## src/rtl/lsu_ctrl_if.sv

```systemverilog
// lsu_ctrl_if: word-wide data memory request/acknowledge bus.
// The load/store controller is the master and the memory is the slave.
interface lsu_ctrl_if #(parameter int AW = 32);
    logic          mem_req;
    logic          mem_we;
    logic [AW-1:0] mem_addr;
    logic [3:0]    mem_be;
    logic [31:0]   mem_wdata;
    logic          mem_ack;
    logic [31:0]   mem_rdata;
    modport master (
        output mem_req, mem_we, mem_addr, mem_be, mem_wdata,
        input  mem_ack, mem_rdata
    );
    modport slave (
        input  mem_req, mem_we, mem_addr, mem_be, mem_wdata,
        output mem_ack, mem_rdata
    );
endinterface

```

## src/rtl/lsu_ctrl.sv

```systemverilog
// lsu_ctrl: load/store controller between decoder and data memory.
// Runs one req/ack memory access per instruction, stalls via o_busy, sign-extends loads.
module lsu_ctrl #(
    parameter int AW = 32
) (
    input  logic          clk,
    input  logic          reset,
    input  logic          i_req_valid,
    input  logic          i_memwrite,
    input  logic          i_memtoreg,
    input  logic          i_half,
    input  logic          i_b,
    input  logic [AW-1:0] i_addr,
    input  logic [31:0]   i_wdata,
    output logic          o_busy,
    output logic          o_done,
    output logic [31:0]   o_rdata,
    output logic          o_misalign,
    lsu_ctrl_if.master    mem
);
    typedef enum logic [1:0] {IDLE, REQ, DONE, ERR} state_t;

    state_t        r_state;
    logic          r_mem_req;
    logic          r_we;
    logic [AW-1:0] r_addr;
    logic [3:0]    r_be;
    logic [31:0]   r_wdata;
    logic [31:0]   r_rdata;
    logic [1:0]    r_off;
    logic          r_byte;
    logic          r_half;
    logic          r_done;
    logic          r_misalign;

    logic        w_valid;
    logic        w_byte;
    logic        w_half;
    logic        w_mis;
    logic [3:0]  w_be;
    logic [31:0] w_wdata;
    logic [7:0]  w_b8;
    logic [15:0] w_h16;
    logic [31:0] w_ld;

    // byte wins over half; a store takes priority when both direction bits are set
    assign w_valid = i_req_valid & (i_memwrite | i_memtoreg);
    assign w_byte  = i_b;
    assign w_half  = ~i_b & i_half;
    assign w_mis   = w_half ? i_addr[0] : (~w_byte & (|i_addr[1:0]));
    assign w_be    = ~i_memwrite ? 4'b1111 :
                     w_byte      ? 4'b0001 << i_addr[1:0] :
                     w_half      ? (i_addr[1] ? 4'b1100 : 4'b0011) : 4'b1111;
    assign w_wdata = w_byte ? {4{i_wdata[7:0]}} :
                     w_half ? {2{i_wdata[15:0]}} : i_wdata;

    assign w_b8  = r_off[1] ? (r_off[0] ? mem.mem_rdata[31:24] : mem.mem_rdata[23:16])
                            : (r_off[0] ? mem.mem_rdata[15:8]  : mem.mem_rdata[7:0]);
    assign w_h16 = r_off[1] ? mem.mem_rdata[31:16] : mem.mem_rdata[15:0];
    assign w_ld  = r_byte ? {{24{w_b8[7]}}, w_b8} :
                   r_half ? {{16{w_h16[15]}}, w_h16} : mem.mem_rdata;

    assign o_busy = (r_state == IDLE && w_valid) || r_state == REQ || r_state == ERR;

    always_ff @(posedge clk or negedge reset) begin
        if (!reset) begin
            r_state    <= IDLE;
            r_mem_req  <= 1'b0;
            r_we       <= 1'b0;
            r_addr     <= '0;
            r_be       <= 4'b0000;
            r_wdata    <= 32'h0;
            r_rdata    <= 32'h0;
            r_off      <= 2'b00;
            r_byte     <= 1'b0;
            r_half     <= 1'b0;
            r_done     <= 1'b0;
            r_misalign <= 1'b0;
        end else begin
            r_done     <= 1'b0;
            r_misalign <= 1'b0;
            case (r_state)
                IDLE: if (w_valid) begin
                    if (w_mis) begin
                        r_state    <= ERR;
                        r_misalign <= 1'b1;
                    end else begin
                        r_state   <= REQ;
                        r_mem_req <= 1'b1;
                        r_we      <= i_memwrite;
                        r_addr    <= {i_addr[AW-1:2], 2'b00};
                        r_be      <= w_be;
                        r_wdata   <= w_wdata;
                        r_off     <= i_addr[1:0];
                        r_byte    <= w_byte;
                        r_half    <= w_half;
                    end
                end
                REQ: if (mem.mem_ack) begin
                    r_state   <= DONE;
                    r_mem_req <= 1'b0;
                    r_we      <= 1'b0;
                    r_done    <= 1'b1;
                    if (!r_we) r_rdata <= w_ld;
                end
                default: r_state <= IDLE;
            endcase
        end
    end

    assign mem.mem_req   = r_mem_req;
    assign mem.mem_we    = r_we;
    assign mem.mem_addr  = r_addr;
    assign mem.mem_be    = r_be;
    assign mem.mem_wdata = r_wdata;
    assign o_done        = r_done;
    assign o_misalign    = r_misalign;
    assign o_rdata       = r_rdata;
endmodule

```

## src/flat_wrapper.sv

```systemverilog
// flat-port wrapper written by rule: the top's interface ports become plain ports
module lsu_ctrl_flat 
#(
    parameter int AW = 32
)
  (clk, reset, i_req_valid, i_memwrite, i_memtoreg, i_half, i_b, i_addr, i_wdata, o_busy, o_done, o_rdata, o_misalign, mem_mem_req, mem_mem_we, mem_mem_addr, mem_mem_be, mem_mem_wdata, mem_mem_ack, mem_mem_rdata);
  lsu_ctrl_if #(.AW(AW)) mem_i ();
  input  logic clk;
  input  logic reset;
  input  logic i_req_valid;
  input  logic i_memwrite;
  input  logic i_memtoreg;
  input  logic i_half;
  input  logic i_b;
  input  logic [AW-1:0] i_addr;
  input  logic [31:0] i_wdata;
  output logic o_busy;
  output logic o_done;
  output logic [31:0] o_rdata;
  output logic o_misalign;
  output wire logic [$bits(mem_i.mem_req)-1:0] mem_mem_req;
  output wire logic [$bits(mem_i.mem_we)-1:0] mem_mem_we;
  output wire logic [$bits(mem_i.mem_addr)-1:0] mem_mem_addr;
  output wire logic [$bits(mem_i.mem_be)-1:0] mem_mem_be;
  output wire logic [$bits(mem_i.mem_wdata)-1:0] mem_mem_wdata;
  input wire logic [$bits(mem_i.mem_ack)-1:0] mem_mem_ack;
  input wire logic [$bits(mem_i.mem_rdata)-1:0] mem_mem_rdata;
  assign mem_mem_req = mem_i.mem_req;
  assign mem_mem_we = mem_i.mem_we;
  assign mem_mem_addr = mem_i.mem_addr;
  assign mem_mem_be = mem_i.mem_be;
  assign mem_mem_wdata = mem_i.mem_wdata;
  assign mem_i.mem_ack = mem_mem_ack;
  assign mem_i.mem_rdata = mem_mem_rdata;
  lsu_ctrl #(.AW(AW)) u_core (.clk(clk), .reset(reset), .i_req_valid(i_req_valid), .i_memwrite(i_memwrite), .i_memtoreg(i_memtoreg), .i_half(i_half), .i_b(i_b), .i_addr(i_addr), .i_wdata(i_wdata), .o_busy(o_busy), .o_done(o_done), .o_rdata(o_rdata), .o_misalign(o_misalign), .mem(mem_i));
endmodule
```

## config.mk

```make
export PLATFORM = sky130hd
export DESIGN_NAME = lsu_ctrl_flat
export DESIGN_NICKNAME = d
export VERILOG_FILES = /design/src/rtl/lsu_ctrl_if.sv /design/src/rtl/lsu_ctrl.sv /design/src/flat_wrapper.sv
export SDC_FILE = /design/constraint.sdc
export NUM_CORES = 1
export LEC_CHECK = 0
export ABC_AREA = 1
export BUFFER_PORTS_ARGS = -buffer_cell sky130_fd_sc_hd__buf_2
export CORE_MARGIN = 1.5
export CORE_UTILIZATION = 30
export CTS_BUF_LIST = sky130_fd_sc_hd__clkbuf_2
export CTS_CLUSTER_DIAMETER = 30
export CTS_CLUSTER_SIZE = 40
export DETAILED_ROUTE_END_ITERATION = 6
export PLACE_DENSITY = 0.59
export SYNTH_ARGS = -nofsm -noshare
export SYNTH_HDL_FRONTEND = slang
export SYNTH_SLANG_ARGS = --single-unit
```

## constraint.sdc

```tcl
create_clock -name clk -period 3.3 [get_ports clk]
set_input_delay 0.33 -clock clk [delete_from_list [all_inputs] [get_ports clk]]
set_output_delay 0.33 -clock clk [all_outputs]
set_load 0.01 [all_outputs]
```

==> results of run 1 <==
flip-flops by register name, summed over array words and instances (netlist names), 2 cells and up:
name,cells
u_core.mem.mem_addr,30
u_core.mem.mem_be,4
u_core.mem.mem_wdata,32
u_core.o_rdata,32
u_core.r_off,2
u_core.r_state,2
routing by layer:
metal	GRT usage	wire length, µm	up-vias
li1	-	-	2822
met2	0.294	8160	201
met3	0.0361	1170	9
met1	0.238	7560	2608
met4	0.0544	169	0
met5	0	0	-
power breakdown:
| group | switching, mW | internal (mW) | total, mW |
|---|---|---|---|
| combinational | 1.69 | 1.08 | 2.77 |
| clock | 0.504 | 0.123 | 0.627 |
| sequential | 0.393 | 1.93 | 2.33 |
| total | 2.58 | 3.14 | 5.72 |
final cells by class:
cell class | instances | area share
Clock buffer | 9 | 0.00602
Clock inverter | 7 | 0.00886
Inverter | 37 | 0.0186
Multi-Input combinational cell | 561 | 0.314
Sequential cell | 108 | 0.361
Tap cell | 229 | 0.0383
Timing Repair Buffer | 293 | 0.253
worst max path at each step:
stage / slack (ps) / to / startpoint
after floorplan: 2030 / u_core.o_rdata[29] / u_core.r_off[0]
after global placement: 1330 / u_core.mem.mem_wdata[30] / i_b
after detailed placement: 1300 / u_core.mem.mem_wdata[30] / i_b
after CTS: 1290 / o_busy / u_core.r_state[1]
after global routing: 1150 / u_core.o_rdata[6] / u_core.r_off[0]
final: 1260 / u_core.o_rdata[6] / u_core.r_off[0]
stage by stage:
step	hold slack [ps]	utilization	instance area, µm²	cells
after floorplan	34.4	-	5450	749
after global placement	418	0.369	6600	1151
after detailed placement	424	0.369	6600	1151
after CTS	2.20	0.418	7480	1244
after global routing	11.4	0.418	7480	1244
final	59.3	0.418	7480	1244
cells by family (layout without fill, tap and decap cells):
group | after synthesis | after routing | share of synthesized area
AND/OR/NAND/NOR | 482 | 482 | 0.354
flip-flops | 108 | 108 | 0.496
buffers and inverters | 80 | 346 | 0.0726
AO/OA/AOI/OAI | 77 | 77 | 0.0760
other | 1 | 2 | 0.000689
placed cells by master (no fill, tap or decap), drive strengths merged:
| cell type | n |
|---|---|
| nand2 | 430 |
| clkinv | 1 |
| a21oi | 24 |
| buf | 216 |
| clkinvlp | 2 |
| a21boi | 2 |
| o211ai | 4 |
| nand3b | 1 |
| clkbuf | 9 |
| nand3 | 36 |
| inv | 41 |
| dfrtp | 108 |
| conb | 2 |
| nor2 | 15 |
| o21ai | 47 |
| dlygate4sd3 | 77 |
what timing repair did:
| item | in CTS | in global routing |
|---|---|---|
| hold endpoints to repair | 126 | 0 |
| hold buffers | 77 | 0 |
| endpoints found under the setup margin | 0 | 0 |
critical path: cells and delay by family, from the launching register on:
kind                   cells  cell delay (ps)
AO/OA/AOI/OAI              1              160
buffers and inverters      3             1170
flip-flops                 1              430
AND/OR/NAND/NOR            3              260
==> run summary, run 1 <==
status = complete, no violations
clock tree buffer depth = 2
die area = 19000 µm²
CP Launch Type = flop
worst skew pair latency = 620 ps
postcts setup bufs = 0
setup TNS = 0 ps
Diodes inserted = 0
CP endpoint kind = flop
worst slack at placement = 1300 ps
Highest Clock Rate = 491 MHz
R2R Path Start = u_core.r_off[0]
top_reg_cell synth = dfrtp_1
relative slew slack = 0.534
Distinct cells, synth = 25
pwr/cell area = 765 nW/µm²
Hold Path Origin = mem_mem_rdata[12]
number of buffers created by CTS = 9
1st-iter DRT viols = 353
initial antenna violation count = 0
Post-Syn Instances = 748
critical path peak fanout = 16
drt wl/cell = 13.7 µm
async set or reset register ratio after synthesis = 1.00
Remaining DRCs = 0
final setup vio count = 0
Core Footprint = 17900 µm²
via count = 5640
Worst-Margin Slew = 698 ps
Final WS setup = 1260 ps
clock sink count = 108
Remaining Overflow, GRT = 0
LEAKAGE = 4.31 nW
io pins = 209
number of vias per cell = 4.53
drt pass-1 iters = 4
max cap viols = 0
crit-path max cell delay = 560 ps
Storage cell area = 2700 µm²
Post-synth EDFFs = 0
Hold EP = u_core.o_rdata[4]
final hold vios = 0
r2r endpoint = u_core.o_rdata[6]
worst reg2reg path depth = 7
# H-tree levels = 3
Multi-input gate area = 2350 µm²
post-synth top area cell = dfrtp_1
Antenna Nets Post-Route = 0
starting density of the core = 0.304
first-pass GRT wire length = 26400 µm
most instantiated cells after synthesis = 428 x nand2_1, 108 x dfrtp_1, 42 x o21ai_0, 32 x inv_1, 32 x nand3_1
top post-synthesis cells by area = dfrtp_1 50%, nand2_1 29%, o21ai_0 3.9%
count leader, synth = nand2_1
hold path depth = 5
worst vdd ir = 313 µV
Die Span Y = 138 µm
CP max-delay cell = dlygate4sd3_1
Pwr Total = 5.72 mW
yosys warns = 0
site row count = 49
fin crit period = 2040 ps
Resize count post-CTS = 0
RePlAce Congestion = 0.822
sequential cell area fraction in the yosys report = 0.496
Synth top area share = 0.496
Routed Wire Length = 17100 µm
Worst Path Arrival = 2610 ps
CTS tree = built
syn avg cell area = 7.28 µm²
fraction of layout cells with a size suffix above 1 = 0.244
aggregate global-route resource usage = 0.179
Die X = 138 µm
Filler Cells Inserted = 1912
Reg2Reg Setup Slack = 1260 ps
Slew Limit Fails = 0
vias in the first global route = 5106
Port-buffer cells = 206
Hold WC Path Type = input port to flop
synthesis-to-layout area growth = 37.4%
Final nets = 1114
CP Data Required Time = 3870 ps
hpwl dp = 11700 µm
largest net degree at the start of global routing = 60
worst setup path category = flop to flop
Max Clock Skew = 28.3 ps
crit-path cells = buf_4, inv_1, nand2_1, nand3_1, dlygate4sd3_1, nand3_1, a21oi_1
clock root buffer master = clkbuf_2
cell seen most often among critical-path stages = nand3_1
synthesized flop and latch total = 108
unrepaired setup endpoints after global routing = false
Final Cycle Share = 0.618
clk slew on worst S/H paths = 330 ps
Cell Area, Synth = 5450 µm²
Note: power is estimated with default switching activity, not from simulation.
==> inputs of run 2 (changes only) <==
--- a/config.mk
+++ b/config.mk
@@ -13,7 +13,7 @@
 export CTS_CLUSTER_DIAMETER = 30
 export CTS_CLUSTER_SIZE = 40
 export DETAILED_ROUTE_END_ITERATION = 6
-export PLACE_DENSITY = 0.59
+export PLACE_DENSITY = 0.61
 export SYNTH_ARGS = -nofsm -noshare
 export SYNTH_HDL_FRONTEND = slang
 export SYNTH_SLANG_ARGS = --single-unit
==> constraint.sdc (replaced) <==
create_clock -name clk -period 1.8 [get_ports clk]
set_input_delay 0.18 -clock clk [delete_from_list [all_inputs] [get_ports clk]]
set_output_delay 0.18 -clock clk [all_outputs]
set_load 0.01 [all_outputs]
==> run 2 against run 1 <==
Setup slack got worse by 1200 ps; first-iteration DRC count fell by 9.6%; clock-buffer cell count stayed put; utilization is 3.5 points higher; combinational power up 100%; cell count up 4.9%; sequential power rose by 81%; critical endpoint is now u_core.o_rdata[3]; largest power group unchanged; highest routed layer unchanged.
==> run summary, run 2 (same netlist as run 1, synthesis figures left out) <==
Slew Limit Fails = 0
fraction of layout cells with a size suffix above 1 = 0.255
Final Cycle Share = 0.957
Max Clock Skew = 35.5 ps
Routed Wire Length = 17900 µm
clock sink count = 108
via count = 5943
io pins = 209
clock root buffer master = clkbuf_2
Diodes inserted = 0
Pwr Total = 11.1 mW
initial antenna violation count = 0
number of vias per cell = 4.55
most common cell after layout, fill and taps aside = nand2_1
Clk pwr share = 0.115
Inst Count DP = 1161
pwr/cell area = 1370 nW/µm²
r2r endpoint = u_core.o_rdata[3]
fin crit period = 1720 ps
LEAKAGE = 4.60 nW
synthesis-to-layout area growth = 48.8%
drt pass-1 iters = 4
aggregate global-route resource usage = 0.188
dpl cell area = 6700 µm²
Final nets = 1175
Worst Path Arrival = 2350 ps
hpwl dp = 11800 µm
clock tree buffer depth = 2
Die Span Y = 138 µm
largest net degree at the start of global routing = 109
sequential share of power = 0.382
Hold WC Path Type = input port to asynchronous set/reset pin
final hold vios = 0
Comb pwr share = 0.504
Remaining Overflow, GRT = 0
Sw Ratio = 0.445
vias in the first global route = 5703
P_sw = 4.92 mW
starting density of the core = 0.304
status = complete, no violations
die area = 19000 µm²
Remaining DRCs = 0
relative slew slack = 0.591
max cap viols = 0
Port-buffer cells = 206
CP Launch Type = flop
worst setup path category = flop to flop
CTS tree = built
critical path peak fanout = 15
Pint = 6.15 mW
clk slew on worst S/H paths = 350 ps
most frequent cells in the layout = 427 x nand2_1, 205 x buf_2, 117 x dlygate4sd3_1
# H-tree levels = 3
final setup vio count = 0
RePlAce Congestion = 0.851
Highest Clock Rate = 580 MHz
CP Data Required Time = 2430 ps
Die X = 138 µm
worst reg2reg path depth = 7
drt wl/cell = 13.7 µm
Finished Cell Area = 8100 µm²
worst slack at placement = 318 ps
Reg2Reg Setup Slack = 80 ps
number of buffers created by CTS = 9
worst skew pair latency = 640 ps
fin cells = 1305
Antenna Nets Post-Route = 0
1st-iter DRT viols = 319
Final WS setup = 76.6 ps
first-pass GRT wire length = 27900 µm
CP endpoint kind = flop
worst vdd ir = 537 µV
site row count = 49
Worst-Margin Slew = 613 ps
Core Footprint = 17900 µm²
R2R Path Start = u_core.r_off[0]
-- run 2: cell types whose count changed in the layout (fill, tap and decap cells not counted) --
cell,change
o21ai_1,+1
buf_6,+2
clkinv_8,+3
inv_8,-1
buf_12,+2
buf_4,+17
clkinvlp_4,-2
dfrtp_1,-4
nand2_2,+1
dfrtp_2,+4
dlygate4sd3_1,+40
nand2_1,-1
o21ai_0,-1
-- run 2: cell type report --
type | instances | area, µm²
multi-input cells | 561 | 2350
inverters | 37 | 139
flip-flops and latches | 108 | 2710
well taps | 229 | 287
clock buffers | 9 | 45.0
repair buffers | 354 | 2480
clock inverters | 7 | 88.8
fillers | 1837 | 9800
-- run 2: worst max path at each step --
| stage | slack, ps | startpoint | endpoint |
|---|---|---|---|
| floorplan | 530 | u_core.r_off[0] | u_core.o_rdata[29] |
| global placement | 370 | u_core.r_off[1] | u_core.o_rdata[25] |
| detailed placement | 320 | u_core.r_off[1] | u_core.o_rdata[17] |
| CTS | 30 | u_core.r_off[1] | u_core.o_rdata[12] |
| global route | -3 | u_core.r_off[1] | u_core.o_rdata[10] |
| finish | 80 | u_core.r_off[0] | u_core.o_rdata[3] |
-- run 2: critical path: stages (launching register included) --
cell and delay (ps):
dfrtp_2 520, inv_1 90, buf_6 170, nand2_1 70
nand3_1 60, dlygate4sd3_1 540, nand3_1 90, a21oi_1 150
-- run 2: metal layers --
metal	vias up	GRT usage	wire (µm)
met5	-	0	0
met4	0	0.0833	478
met2	215	0.311	8430
li1	2946	-	-
met3	33	0.0383	1130
met1	2749	0.238	7860
-- run 2: power groups by stage --
| stage | registers [mW] | clock network [mW] | logic [mW] |
|---|---|---|---|
| finish | 4.22 | 1.27 | 5.58 |
| floorplan | 4.70 | 0 | 2.64 |
| CTS | 4.24 | 1.33 | 5.37 |
| global placement | 4.27 | 0 | 5.02 |
| detailed placement | 4.27 | 0 | 5.09 |
| global route | 4.38 | 1.40 | 6.30 |
-- run 2: repair_timing --
action,in CTS,in global routing
buffers inserted,0,11
hold buffers,117,0
resized for setup,0,8
hold endpoints to repair,215,0
endpoints found under the setup margin,0,8
-- run 2: stage by stage --
| step | setup TNS (ps) | utilization | hold WS [ps] |
|---|---|---|---|
| global placement | 0 | 0.374 | 316 |
| detailed placement | 0 | 0.374 | 316 |
| global route | -2.85 | 0.453 | 45.8 |
| finish | 0 | 0.453 | 36.2 |
| CTS | 0 | 0.447 | 20.0 |
| floorplan | 0 | - | -116 |
